==> config.mk <==
export PLATFORM = sky130hd
export DESIGN_NAME = radix_shift_add_multiplier
export DESIGN_NICKNAME = d
export VERILOG_FILES = /design/src/rtl/radix_shift_add_multiplier_pkg.sv /design/src/rtl/radix_shift_add_multiplier_digit_core.sv /design/src/rtl/radix_shift_add_multiplier.sv
export SDC_FILE = /design/constraint.sdc
export NUM_CORES = 1
export LEC_CHECK = 0
export CORE_AREA = 2 2 152 154
export DETAILED_ROUTE_END_ITERATION = 12
export DIE_AREA = 0 0 154 156
export PLACE_DENSITY = 0.62
export SETUP_SLACK_MARGIN = 0.4
export SYNTH_ARGS = -nofsm -noshare
export SYNTH_HDL_FRONTEND = slang
export SYNTH_SLANG_ARGS = --single-unit
==> constraint.sdc <==
create_clock -name clk -period 8.34 [get_ports clk]
set_input_delay 1.251 -clock clk [delete_from_list [all_inputs] [get_ports clk]]
set_output_delay 1.251 -clock clk [all_outputs]
set_load 0.02 [all_outputs]
==> src/rtl/radix_shift_add_multiplier_pkg.sv <==
// Shared types and elaboration helpers for the iterative shift-add multiplier.
package radix_shift_add_multiplier_pkg;

   // Top-level control states: load operands, iterate digits, sign-fix, present result.
   typedef enum logic [1:0] {
      ST_IDLE,
      ST_CALC,
      ST_FIX,
      ST_OUT
   } state_t;

   // Result width: the full double-width product or only its low half.
   function automatic int out_width(input int width, input bit full_product);
      return full_product ? 2 * width : width;
   endfunction

   // Digit size must be 1..4 bits and must divide the operand width evenly.
   function automatic bit digit_params_legal(input int width, input int digit_bits);
      return (digit_bits >= 1) && (digit_bits <= 4) && (width > 0) &&
             (width % digit_bits == 0);
   endfunction

endpackage

==> src/rtl/radix_shift_add_multiplier_digit_core.sv <==
// Unsigned magnitude multiplier core: consumes DIGIT_BITS of b_mag per cycle,
// adding a_mag*digit into the top of a right-shifting accumulator.
module radix_shift_add_multiplier_digit_core #(
   parameter int WIDTH      = 16,
   parameter int DIGIT_BITS = 2
) (
   input  logic                 clk,
   input  logic                 reset_n,
   input  logic                 start_i,
   input  logic [WIDTH-1:0]     a_mag_i,
   input  logic [WIDTH-1:0]     b_mag_i,
   output logic                 done_o,
   output logic [2*WIDTH-1:0]   mag_o
);

   localparam int N     = WIDTH / DIGIT_BITS;
   localparam int ACC_W = 2 * WIDTH + DIGIT_BITS;
   localparam int PW    = WIDTH + DIGIT_BITS;
   localparam int CNT_W = $clog2(N + 1);

   logic [ACC_W-1:0]      acc_q, acc_d;
   logic [WIDTH-1:0]      a_q, a_d;
   logic [WIDTH-1:0]      b_q, b_d;
   logic [CNT_W-1:0]      cnt_q, cnt_d;
   logic                  busy_q, busy_d;

   logic [DIGIT_BITS-1:0] digit;
   logic [PW-1:0]         partial;
   logic [PW-1:0]         sum_hi;

   assign digit   = b_q[DIGIT_BITS-1:0];
   // Upper accumulator slice holds < a_mag before the add, so the sum fits PW bits.
   assign partial = {{DIGIT_BITS{1'b0}}, a_q} * {{WIDTH{1'b0}}, digit};
   assign sum_hi  = acc_q[ACC_W-1:WIDTH] + partial;
   assign done_o  = busy_q && (cnt_q == CNT_W'(N - 1));
   assign mag_o   = acc_q[2*WIDTH-1:0];

   // Next-state for one digit step: add the aligned partial product, then shift right.
   always_comb begin
      // NOTE: every _d takes its _q as a default first so no path can infer a latch.
      acc_d  = acc_q;
      a_d    = a_q;
      b_d    = b_q;
      cnt_d  = cnt_q;
      busy_d = busy_q;
      if (start_i) begin
         acc_d  = '0;
         a_d    = a_mag_i;
         b_d    = b_mag_i;
         cnt_d  = '0;
         busy_d = 1'b1;
      end else if (busy_q) begin
         acc_d = {sum_hi, acc_q[WIDTH-1:0]} >> DIGIT_BITS;
         b_d   = b_q >> DIGIT_BITS;
         cnt_d = cnt_q + 1'b1;
         if (done_o) begin
            busy_d = 1'b0;
         end
      end
   end

   // Core registers; the accumulator holds the final magnitude after the last step.
   always_ff @(posedge clk or negedge reset_n) begin
      if (!reset_n) begin
         acc_q  <= '0;
         a_q    <= '0;
         b_q    <= '0;
         cnt_q  <= '0;
         busy_q <= 1'b0;
      end else begin
         // NOTE: non-blocking updates so every register samples pre-edge values.
         acc_q  <= acc_d;
         a_q    <= a_d;
         b_q    <= b_d;
         cnt_q  <= cnt_d;
         busy_q <= busy_d;
      end
   end

endmodule

==> src/rtl/radix_shift_add_multiplier.sv <==
// Iterative signed/unsigned multiplier with stream-style operand and result
// channels, a one-deep buffer per operand, sign correction and overflow flag.
module radix_shift_add_multiplier
   import radix_shift_add_multiplier_pkg::*;
#(
   parameter int WIDTH        = 16,
   parameter int DIGIT_BITS   = 2,
   parameter int FULL_PRODUCT = 0
) (
   input  logic                                              clk,
   input  logic                                              reset_n,
   input  logic                                              tvalid_slave_1,
   input  logic [WIDTH-1:0]                                  tdata_slave_1,
   input  logic                                              tuser_slave_1,
   output logic                                              tready_slave_1,
   input  logic                                              tvalid_slave_2,
   input  logic [WIDTH-1:0]                                  tdata_slave_2,
   output logic                                              tready_slave_2,
   output logic                                              tvalid_master,
   output logic [out_width(WIDTH, FULL_PRODUCT != 0)-1:0]    tdata_master,
   output logic                                              tuser_master,
   input  logic                                              tready_master
);

   localparam int OW = out_width(WIDTH, FULL_PRODUCT != 0);

   if (!digit_params_legal(WIDTH, DIGIT_BITS)) begin : g_illegal_params
      $error("DIGIT_BITS must be 1..4 and divide WIDTH");
   end

   state_t               state_q, state_d;
   logic [WIDTH-1:0]     a_buf_q, a_buf_d;
   logic [WIDTH-1:0]     b_buf_q, b_buf_d;
   logic                 mode_buf_q, mode_buf_d;
   logic                 a_full_q, a_full_d;
   logic                 b_full_q, b_full_d;
   logic                 signed_q, signed_d;
   logic                 neg_q, neg_d;
   logic                 tvalid_q, tvalid_d;
   logic [OW-1:0]        tdata_q, tdata_d;
   logic                 tuser_q, tuser_d;

   logic                 a_hs, b_hs, load;
   logic                 a_neg, b_neg;
   logic [WIDTH-1:0]     a_mag, b_mag;
   logic                 core_done;
   logic [2*WIDTH-1:0]   mag, prod;
   logic [WIDTH:0]       hi_signed;
   logic [WIDTH-1:0]     hi_unsigned;
   logic                 ovf;

   assign tready_slave_1 = ~a_full_q & reset_n;
   assign tready_slave_2 = ~b_full_q & reset_n;
   assign tvalid_master  = tvalid_q;
   assign tdata_master   = tdata_q;
   assign tuser_master   = tuser_q;

   assign a_hs = tvalid_slave_1 & tready_slave_1;
   assign b_hs = tvalid_slave_2 & tready_slave_2;
   assign load = (state_q == ST_IDLE) && a_full_q && b_full_q;

   // Magnitudes: unary minus maps the most negative value onto 2^(WIDTH-1) unsigned.
   assign a_neg = mode_buf_q & a_buf_q[WIDTH-1];
   assign b_neg = mode_buf_q & b_buf_q[WIDTH-1];
   assign a_mag = a_neg ? -a_buf_q : a_buf_q;
   assign b_mag = b_neg ? -b_buf_q : b_buf_q;

   radix_shift_add_multiplier_digit_core #(
      .WIDTH      (WIDTH),
      .DIGIT_BITS (DIGIT_BITS)
   ) u_core (
      .clk     (clk),
      .reset_n (reset_n),
      .start_i (load),
      .a_mag_i (a_mag),
      .b_mag_i (b_mag),
      .done_o  (core_done),
      .mag_o   (mag)
   );

   // Sign-corrected product; overflow means the truncated result loses information.
   assign prod        = neg_q ? -mag : mag;
   assign hi_signed   = prod[2*WIDTH-1:WIDTH-1];
   assign hi_unsigned = prod[2*WIDTH-1:WIDTH];
   assign ovf = (FULL_PRODUCT != 0) ? 1'b0 :
                signed_q ? !((&hi_signed) || !(|hi_signed)) :
                           (|hi_unsigned);

   // Buffer capture, operand load, FSM sequencing and result register next-state.
   always_comb begin
      state_d    = state_q;
      a_buf_d    = a_buf_q;
      b_buf_d    = b_buf_q;
      mode_buf_d = mode_buf_q;
      a_full_d   = a_full_q;
      b_full_d   = b_full_q;
      signed_d   = signed_q;
      neg_d      = neg_q;
      tvalid_d   = tvalid_q;
      tdata_d    = tdata_q;
      tuser_d    = tuser_q;

      // A load only happens while both buffers are full, when neither channel is ready,
      // so a load and a capture on the same channel never coincide.
      if (load) begin
         a_full_d = 1'b0;
         b_full_d = 1'b0;
         signed_d = mode_buf_q;
         neg_d    = a_neg ^ b_neg;
      end
      if (a_hs) begin
         a_full_d   = 1'b1;
         a_buf_d    = tdata_slave_1;
         mode_buf_d = tuser_slave_1;
      end
      if (b_hs) begin
         b_full_d = 1'b1;
         b_buf_d  = tdata_slave_2;
      end

      case (state_q)
         ST_IDLE: if (load) state_d = ST_CALC;
         ST_CALC: if (core_done) state_d = ST_FIX;
         ST_FIX: begin
            tdata_d  = prod[OW-1:0];
            tuser_d  = ovf;
            tvalid_d = 1'b1;
            state_d  = ST_OUT;
         end
         ST_OUT: begin
            if (tready_master) begin
               tvalid_d = 1'b0;
               state_d  = ST_IDLE;
            end
         end
         default: state_d = ST_IDLE;
      endcase
   end

   // All top-level registers; reset discards buffered operands and any in-flight work.
   always_ff @(posedge clk or negedge reset_n) begin
      if (!reset_n) begin
         state_q    <= ST_IDLE;
         a_buf_q    <= '0;
         b_buf_q    <= '0;
         mode_buf_q <= 1'b0;
         a_full_q   <= 1'b0;
         b_full_q   <= 1'b0;
         signed_q   <= 1'b0;
         neg_q      <= 1'b0;
         tvalid_q   <= 1'b0;
         tdata_q    <= '0;
         tuser_q    <= 1'b0;
      end else begin
         state_q    <= state_d;
         a_buf_q    <= a_buf_d;
         b_buf_q    <= b_buf_d;
         mode_buf_q <= mode_buf_d;
         a_full_q   <= a_full_d;
         b_full_q   <= b_full_d;
         signed_q   <= signed_d;
         neg_q      <= neg_d;
         tvalid_q   <= tvalid_d;
         tdata_q    <= tdata_d;
         tuser_q    <= tuser_d;
      end
   end

endmodule
-- Word-level counts from Yosys, hierarchy flattened
Cells that the tools add are included.
- add/subtract/negate cells: 5
- $mul: 1
- equal/unequal tests: 7
- mux-type cells: 22
- bitwise logic cells: 9
- reduce and logical (&&, ||, !) cells: 16
- operator list (operator ; number):
    34-bit 2-to-1 mux ; 2
    16-bit 2-to-1 mux ; 4
    32-bit 2-to-1 mux ; 1
    16-bit negator ; 2
    32-bit negator ; 1
    18-bit adder ; 1
    16-bit by 2-bit multiplier with 18-bit output ; 1
    17-bit AND reduction ; 1
    17-bit OR reduction ; 1
    16-bit OR reduction ; 1
    1-bit 2-to-1 mux ; 8
    4-bit 2-to-1 mux ; 2
    2-bit one-hot mux with 4 select lines ; 1
    2-bit nonzero test ; 4
    1-bit AND ; 6
    2-bit 2-to-1 mux ; 3
    2-bit != test, second input constant ; 3
    4-bit by 1-bit adder with 4-bit output, second input constant ; 1
    2-bit equality test, second input constant ; 2
    4-bit by 3-bit equality test with 1-bit output, second input constant ; 1
    1-bit logical AND ; 3
    3-bit AND reduction ; 1
    2-bit by 1-bit equality test with 1-bit output, second input constant ; 1
    1-bit logical NOT ; 2
    other kinds (6) ; 7
- flip-flop bits (word level): 128
- input port bits: 38
- output and inout bits: 20
- word-level logic and storage cells: 76

-- Depth between registers and ports, before layout
Gate-level depths: netlist of run 1.
- depth after elaboration: 7
- depth in mapped cells: 15
- gate-level depth less buffers: 14

-- By module
Synthesis of run 1 repeated with hierarchy kept, for this count alone.
- cell total of the unflattened synthesis: 835
- area, all modules: 8041.5 um^2
- by module, submodules not included (module ; instances ; cells an instance ; area each (um^2) ; seq. area each (um^2)):
    radix_shift_add_multiplier_digit_core ; 1 ; 430 ; 4260.3 ; 1726.7
    radix_shift_add_multiplier ; 1 ; 405 ; 3781.1 ; 1426.4

-- Worst setup path after synthesis of run 1
No wires, ideal clock.
- path kind: register to register
- start: reg u_core.b_q[1]
- end: reg u_core.acc_q[29]
- library setup time: 0.132 ns
- arrival: 3.041 ns
- required time: 8.208 ns
- setup slack: 5.167 ns
- cell stages (with the launch flop): 15
- path buffers: 2
- period minus slack after synthesis: 3.173 ns
- cells stage by stage: dfrtp_1 -> clkbuf_1 -> clkbuf_1 -> nand2_1 -> fa_1 -> inv_1 -> ha_1 -> or3_1 -> o21ai_0 -> a21oi_1 -> a211oi_1 -> o31ai_1 -> xor2_1 -> mux2i_1 -> nor2_1
- word-level cells in the longest chain between the ends: 4
- ends and longest elaborated chain (what ; line ; text):
    start: declaration ; radix_shift_add_multiplier_digit_core.sv:23 ; logic [WIDTH-1:0] b_q, b_d;
    start signal: assignment ; radix_shift_add_multiplier_digit_core.sv:67 ; b_q <= '0;
    start signal: assignment ; radix_shift_add_multiplier_digit_core.sv:74 ; b_q <= b_d;
    16-bit by 2-bit multiplier with 18-bit output ; radix_shift_add_multiplier_digit_core.sv:33 ; assign partial = {{DIGIT_BITS{1'b0}}, a_q} * {{WIDTH{1'b0}}, digit};
    18-bit adder ; radix_shift_add_multiplier_digit_core.sv:34 ; assign sum_hi = acc_q[ACC_W-1:WIDTH] + partial;
    34-bit 2-to-1 mux ; radix_shift_add_multiplier_digit_core.sv:52 ; end else if (busy_q) begin
    34-bit 2-to-1 mux ; radix_shift_add_multiplier_digit_core.sv:46 ; if (start_i) begin
    end signal: assignment ; radix_shift_add_multiplier_digit_core.sv:65 ; acc_q <= '0;
    end signal: assignment ; radix_shift_add_multiplier_digit_core.sv:72 ; acc_q <= acc_d;
    end: declaration ; radix_shift_add_multiplier_digit_core.sv:21 ; logic [ACC_W-1:0] acc_q, acc_d;
Every way passes these cells. The select of a mux whose other input is x is not followed.
A chain may end at the register's enable or synchronous reset.

-- Final worst setup path of run 1
- start: in reset_n
- end: out tready_slave_2
- word-level cells in the longest chain between the ends: 1
- ends and longest elaborated chain (what ; line ; text):
    start: declaration ; radix_shift_add_multiplier.sv:11 ; input logic reset_n,
    1-bit AND ; radix_shift_add_multiplier.sv:53 ; assign tready_slave_2 = ~b_full_q & reset_n;
    end: declaration ; radix_shift_add_multiplier.sv:18 ; output logic tready_slave_2,
Every way passes these cells.

==> impl_metrics.env, run 1 <==
export IMPL_start_kind="input pin"
export IMPL_synth_common_cells="dfrtp_1, nand2_1, nor2_1, inv_1, o21ai_0"
export IMPL_syn_area_um2=7740
export IMPL_synth_area_top_cells="dfrtp_1, mux2i_1, mux2_2"
export IMPL_tightest_slew_ns=1.01
export IMPL_cp_top_family="buffers and inverters"
export IMPL_crit_chain="buf_4, nor2b_1, clkdlybuf4s50_1"
export IMPL_rows=55
export IMPL_crit_type="in -> out"
export IMPL_cts_resized=0
export IMPL_synth_cell_types=56
export IMPL_via_count=5686
export IMPL_post_cts_buffers=0
export IMPL_drt_initial_drc_count=363
export IMPL_rsz0062_at_grt="no"
export IMPL_post_route_min_period_ns=4.03
export IMPL_path_buf_inv=2
export IMPL_start_util_pct=34.6
export IMPL_yosysTopAreaCell="dfrtp_1"
export IMPL_fin_skew_ns=0.0113
export IMPL_io_pins=58
export IMPL_die_h_um=156
export IMPL_yosysWarnings=0
export IMPL_grt_pass1_wl_um=28000
export IMPL_layout_nets=946
export IMPL_cts_hold_buffers=0
export IMPL_critical_path_required_ns=7.09
export IMPL_timing_fmax_mhz=248
export IMPL_endpoint_kind="primary output"
export IMPL_core_um2=22400
export IMPL_p_leak_uw=0.00411
export IMPL_die_area_um2=24000
export IMPL_post_route_period_util_pct=48.4
export IMPL_power_density_nw_per_um2=416
export IMPL_vdd_drop_max_mv=0.168
export IMPL_gp_congestion=0.838
export IMPL_hp_class="reg -> reg"
export IMPL_grt_max_degree=73
export IMPL_hpwl_um=11600
export IMPL_num_antenna_cells=0
export IMPL_synthFlopType="dfrtp_1"
export IMPL_status="finished clean"
export IMPL_hold_viol=0
export IMPL_wl_per_cell_um=13.8
export IMPL_drt_wl_total_um=16000
export IMPL_firstDrtPassIters=4
export IMPL_ys_seq_area_share_pct=40.7
export IMPL_maxSlewHeadroom_pct=33.0
export IMPL_syn_nets=906
export IMPL_antenna_found_initial=0
export IMPL_postLayoutCoreUtil_pct=40.7
export IMPL_grt_pass1_vias=5680
export IMPL_gr_total_overflow=0
export IMPL_syn_inst=827
export IMPL_synth_most_common_cell="dfrtp_1"
export IMPL_drive_gt1_share_pct=9.46
export IMPL_die_w_um=154
export IMPL_ff_latch_area_um2=3150
export IMPL_setup_viol=0
export IMPL_max_cap_violations=0
export IMPL_via_per_inst=4.89
export IMPL_syn_to_final_growth_pct=17.6
export IMPL_cts_tree="built"
export IMPL_num_fill_cells=2233
export IMPL_clk_latency_ns=0.42
export IMPL_place_port_buffers=57
export IMPL_setup_tns_ns=0
export IMPL_worstPathArrival_ns=2.78
export IMPL_synth_edff_count=0
export IMPL_drc=0
export IMPL_cts_buffers=17
export IMPL_ys_seq_elements=126
export IMPL_async_flop_share_pct=100
export IMPL_ant_nets=0
export IMPL_synth_top_cell_area_share_pct=40.7
export IMPL_path_clk_slew_ns=0.05
export IMPL_slowest_delay_ns=0.64
export IMPL_clk_root_buffer_cell="clkbuf_16"
export IMPL_h_tree_depth=4
export IMPL_multi_input_area_um2=4200
export IMPL_crit_slowest_cell="clkdlybuf4s50_1"
export IMPL_clockBufferDepth=2
export IMPL_synth_avg_cell_area_um2=9.36
export IMPL_finalMaxSlewViolations=0
export IMPL_clock_sinks=126
export IMPL_crit_fanout=61
export IMPL_grt_usage_pct=14.3
[final cells by class]
type / count / area share [%]
multi-input cells: 597 / 46.1
flip-flops and latches: 126 / 34.7
repair buffers: 62 / 6.65
clock buffers: 23 / 5.36
well taps: 285 / 3.92
inverters: 63 / 2.60
clock inverters: 6 / 0.674
[placed cells by master (no fill, tap or decap), types with 6 or more instances in the layout]
cell type	instances
dfrtp_1	125
nand2_1	99
nor2_1	73
inv_1	62
o21ai_0	61
clkdlybuf4s50_1	56
mux2i_1	42
xnor2_1	36
a21oi_1	35
mux2_2	34
xor2_1	30
ha_1	25
nand3_1	21
clkbuf_16	17
o31ai_1	16
fa_1	16
or3_1	9
o41ai_1	8
nor3_1	7
a211oi_1	6
nand4_1	6
buf_4	6
[worst register-to-register path, stage by stage, from the launching register on]
cell      delay (ns)
dfrtp_1         0.66
nand2_1         0.14
fa_1            0.52
inv_1           0.05
ha_1            0.22
inv_1           0.07
fa_1            0.19
nor2b_1         0.07
o31ai_1         0.37
a21oi_1         0.19
a211oi_1        0.43
o31ai_1         0.17
xor2_1          0.16
mux2i_1         0.15
nor2_1          0.05
[where the power goes]
| part | leakage [uW] | switching [uW] | total [uW] | internal, uW |
|---|---|---|---|---|
| clock network | 0.000271 | 254 | 689 | 435 |
| logic | 0.00229 | 1010 | 1840 | 838 |
| registers | 0.00156 | 348 | 1250 | 903 |
| total | 0.00411 | 1610 | 3780 | 2180 |
[logic make-up after synthesis]
group                      synth area share, %
and+or+nand+nor                           15.7
AOI/OAI and AO/OA                         12.5
DFF                                       40.7
buffers and inverters                     5.06
muxes                                     10.4
xor gates and xnor gates                  7.47
adders and majority gates                 8.18
[per-layer routing]
layer | global-route usage (%) | vias to the layer above | wire length, um
met5 | 0 | - | 0
met4 | 4.94 | 0 | 165
met3 | 2.94 | 10 | 538
met2 | 22.9 | 99 | 7470
met1 | 19.3 | 2662 | 7870
li1 | - | 2915 | -
[through the flow]
stage	std cells	total power, uW	hold slack, ns	cell area [um^2]	setup slack [ns]
global placement	1133	3080	0.485	8550	4.29
finish	1162	3780	0.502	9100	4.31
CTS	1162	3830	0.506	9100	4.25
floorplan	827	2620	0.460	7740	5.17
detailed placement	1133	3120	0.494	8550	4.26
global route	1162	4150	0.540	9100	4.15
[registers in the layout (all words and copies together) (netlist names), 2 cells and up]
signal and cells:
u_core.a_q 16, tdata_master 16, u_core.b_q 16, u_core.cnt_q 4
u_core.acc_q 32, state_q 2, b_buf_q 16, a_buf_q 16
[path summary, 6_finish.rpt]
check                                     startpoint                      endpoint  slack, ns  cells after the start
max in group asynchronous                    reset_n       u_core.busy_q$_DFF_PN0_       6.01                      2
hold reg to reg            u_core.a_q[0]$_DFFE_PN0P_     u_core.a_q[0]$_DFFE_PN0P_       0.50                      2
setup / recovery                             reset_n                tready_slave_2       4.31                      3
min in group asynchronous                    reset_n  u_core.acc_q[31]$_DFFE_PN0P_       0.90                      1
hold / removal             u_core.a_q[0]$_DFFE_PN0P_     u_core.a_q[0]$_DFFE_PN0P_       0.50                      2
setup reg to reg           u_core.b_q[1]$_DFFE_PN0P_  u_core.acc_q[29]$_DFFE_PN0P_       4.75                     14
Note: power is estimated with default switching activity, not from simulation.
==> run 2, diff against run 1 <==
==> constraint.sdc (replaced) <==
create_clock -name clk -period 3.97 [get_ports clk]
set_input_delay 0.5955 -clock clk [delete_from_list [all_inputs] [get_ports clk]]
set_output_delay 0.5955 -clock clk [all_outputs]
set_load 0.02 [all_outputs]
==> impl_metrics.env, run 2 (synthesized netlist as in run 1, its figures left out) <==
export IMPL_rows=55
export IMPL_path_buf_inv=2
export IMPL_mostFrequentLayoutCells="dfrtp_1, nand2_1, nor2_1, inv_1, o21ai_0"
export IMPL_io_pins=58
export IMPL_wl_per_cell_um=14.4
export IMPL_antenna_found_initial=0
export IMPL_rsz0062_at_grt="no"
export IMPL_post_cts_buffers=0
export IMPL_cts_buffers=17
export IMPL_crit_fanout=17
export IMPL_die_h_um=156
export IMPL_reg2reg_depth=14
export IMPL_critical_path_required_ns=4.27
export IMPL_fin_skew_ns=0.0118
export IMPL_syn_to_final_growth_pct=19.3
export IMPL_layout_nets=950
export IMPL_regMostFlops="u_core.acc_q"
export IMPL_cts_tree="built"
export IMPL_tightest_slew_ns=1.02
export IMPL_worstPathArrival_ns=3.55
export IMPL_final_common_cell="dfrtp_1"
export IMPL_hpwl_um=12200
export IMPL_cts_resized=0
export IMPL_via_per_inst=4.95
export IMPL_core_um2=22400
export IMPL_cts_hold_buffers=0
export IMPL_finalMaxSlewViolations=0
export IMPL_grt_pass1_vias=5718
export IMPL_drt_initial_drc_count=245
export IMPL_power_density_nw_per_um2=894
export IMPL_slowest_delay_ns=0.52
export IMPL_r2r_end="u_core.acc_q[29]$_DFFE_PN0P_"
export IMPL_place_port_buffers=57
export IMPL_p_leak_uw=0.00416
export IMPL_clockBufferDepth=2
export IMPL_firstDrtPassIters=4
export IMPL_ant_nets=0
export IMPL_die_w_um=154
export IMPL_setup_viol=0
export IMPL_hp_class="in -> async"
export IMPL_power_uw=8260
export IMPL_start_util_pct=34.6
export IMPL_maxSlewHeadroom_pct=32.3
export IMPL_grt_usage_pct=15.0
export IMPL_setup_tns_ns=0
export IMPL_timing_fmax_mhz=308
export IMPL_gr_total_overflow=0
export IMPL_drive_gt1_share_pct=11.1
export IMPL_cp_top_family="adder cells"
export IMPL_die_area_um2=24000
export IMPL_num_antenna_cells=0
export IMPL_crit_type="reg -> reg"
export IMPL_drt_wl_total_um=16800
export IMPL_max_cap_violations=0
export IMPL_gp_congestion=0.839
export IMPL_clk_root_buffer_cell="clkbuf_16"
export IMPL_h_tree_depth=4
export IMPL_hold_viol=0
export IMPL_grt_pass1_wl_um=28800
export IMPL_endpoint_kind="register"
export IMPL_crit_chain="nand2_1, fa_1, inv_1, ha_1, inv_1, fa_1, nor2b_1, o31ai_2, a21oi_1, a211oi_2, o31ai_2, xor2_1, mux2i_1, nor2_1"
export IMPL_r2r_slack_ns=0.73
export IMPL_clk_latency_ns=0.43
export IMPL_grt_max_degree=65
export IMPL_drc=0
export IMPL_crit_slowest_cell="dfrtp_2"
export IMPL_start_kind="register"
export IMPL_post_route_min_period_ns=3.24
export IMPL_via_count=5788
export IMPL_largest_reg_flops=32
export IMPL_r2r_start="u_core.b_q[1]$_DFFE_PN0P_"
export IMPL_post_route_period_util_pct=81.7
export IMPL_clock_sinks=126
export IMPL_vdd_drop_max_mv=0.358
export IMPL_path_clk_slew_ns=0.06
export IMPL_status="finished clean"
==> run 2: cell types whose count changed in the layout (fill, tap and decap cells not counted), sizes merged <==
cell	previous run	this run
bufinv	1	4
inv	62	66
buf	6	10
clkinv	5	6
clkinvlp	1	2
clkbuf	23	17
==> run 2: final cells by class <==
cell class                      instances  area [um^2]
Sequential cell                       126         3160
Multi-Input combinational cell        597         4210
Clock buffer                           17          425
Inverter                               63          236
Timing Repair Buffer                   66          636
Tap cell                              285          357
Clock inverter                         15          209
Fill cell                            2171        13100
==> run 2: routing by layer <==
metal	up-vias	wire, um	GRT usage [%]	share of wire [%]
li1	2935	-	-	-
met3	15	626	3.25	3.7
met4	0	190	4.67	1.1
met5	-	0	0	0
met1	2738	8360	20.5	50
met2	100	7660	23.7	45
==> run 2: worst max path at each step <==
stage	slack [ns]	start	endpoint	depth (start not counted)
after floorplan	0.80	u_core.b_q[1]$_DFFE_PN0P_	u_core.acc_q[29]$_DFFE_PN0P_	14
after global placement	0.56	u_core.b_q[1]$_DFFE_PN0P_	u_core.acc_q[29]$_DFFE_PN0P_	14
after detailed placement	0.47	u_core.b_q[1]$_DFFE_PN0P_	u_core.acc_q[29]$_DFFE_PN0P_	14
after CTS	0.45	u_core.b_q[1]$_DFFE_PN0P_	u_core.acc_q[29]$_DFFE_PN0P_	14
after global routing	0.41	u_core.b_q[1]$_DFFE_PN0P_	u_core.acc_q[29]$_DFFE_PN0P_	14
final	0.73	u_core.b_q[1]$_DFFE_PN0P_	u_core.acc_q[29]$_DFFE_PN0P_	14
==> run 2: stage by stage <==
stage / area, um^2 / worst slack, ns / util (%) / hold slack, ns / instances
finish: 9240 / 0.728 / 41.3 / 0.428 / 1169
floorplan: 7740 / 0.797 / - / 0.300 / 827
detailed placement: 8580 / 0.473 / 38.4 / 0.497 / 1137
CTS: 9220 / 0.450 / 41.2 / 0.472 / 1169
global route: 9240 / 0.408 / 41.3 / 0.506 / 1169
global placement: 8580 / 0.565 / 38.4 / 0.485 / 1137
==> run 2: power by group <==
part,switching [uW],internal [uW]
clock network,624,1060
logic,2110,1780
registers,780,1900
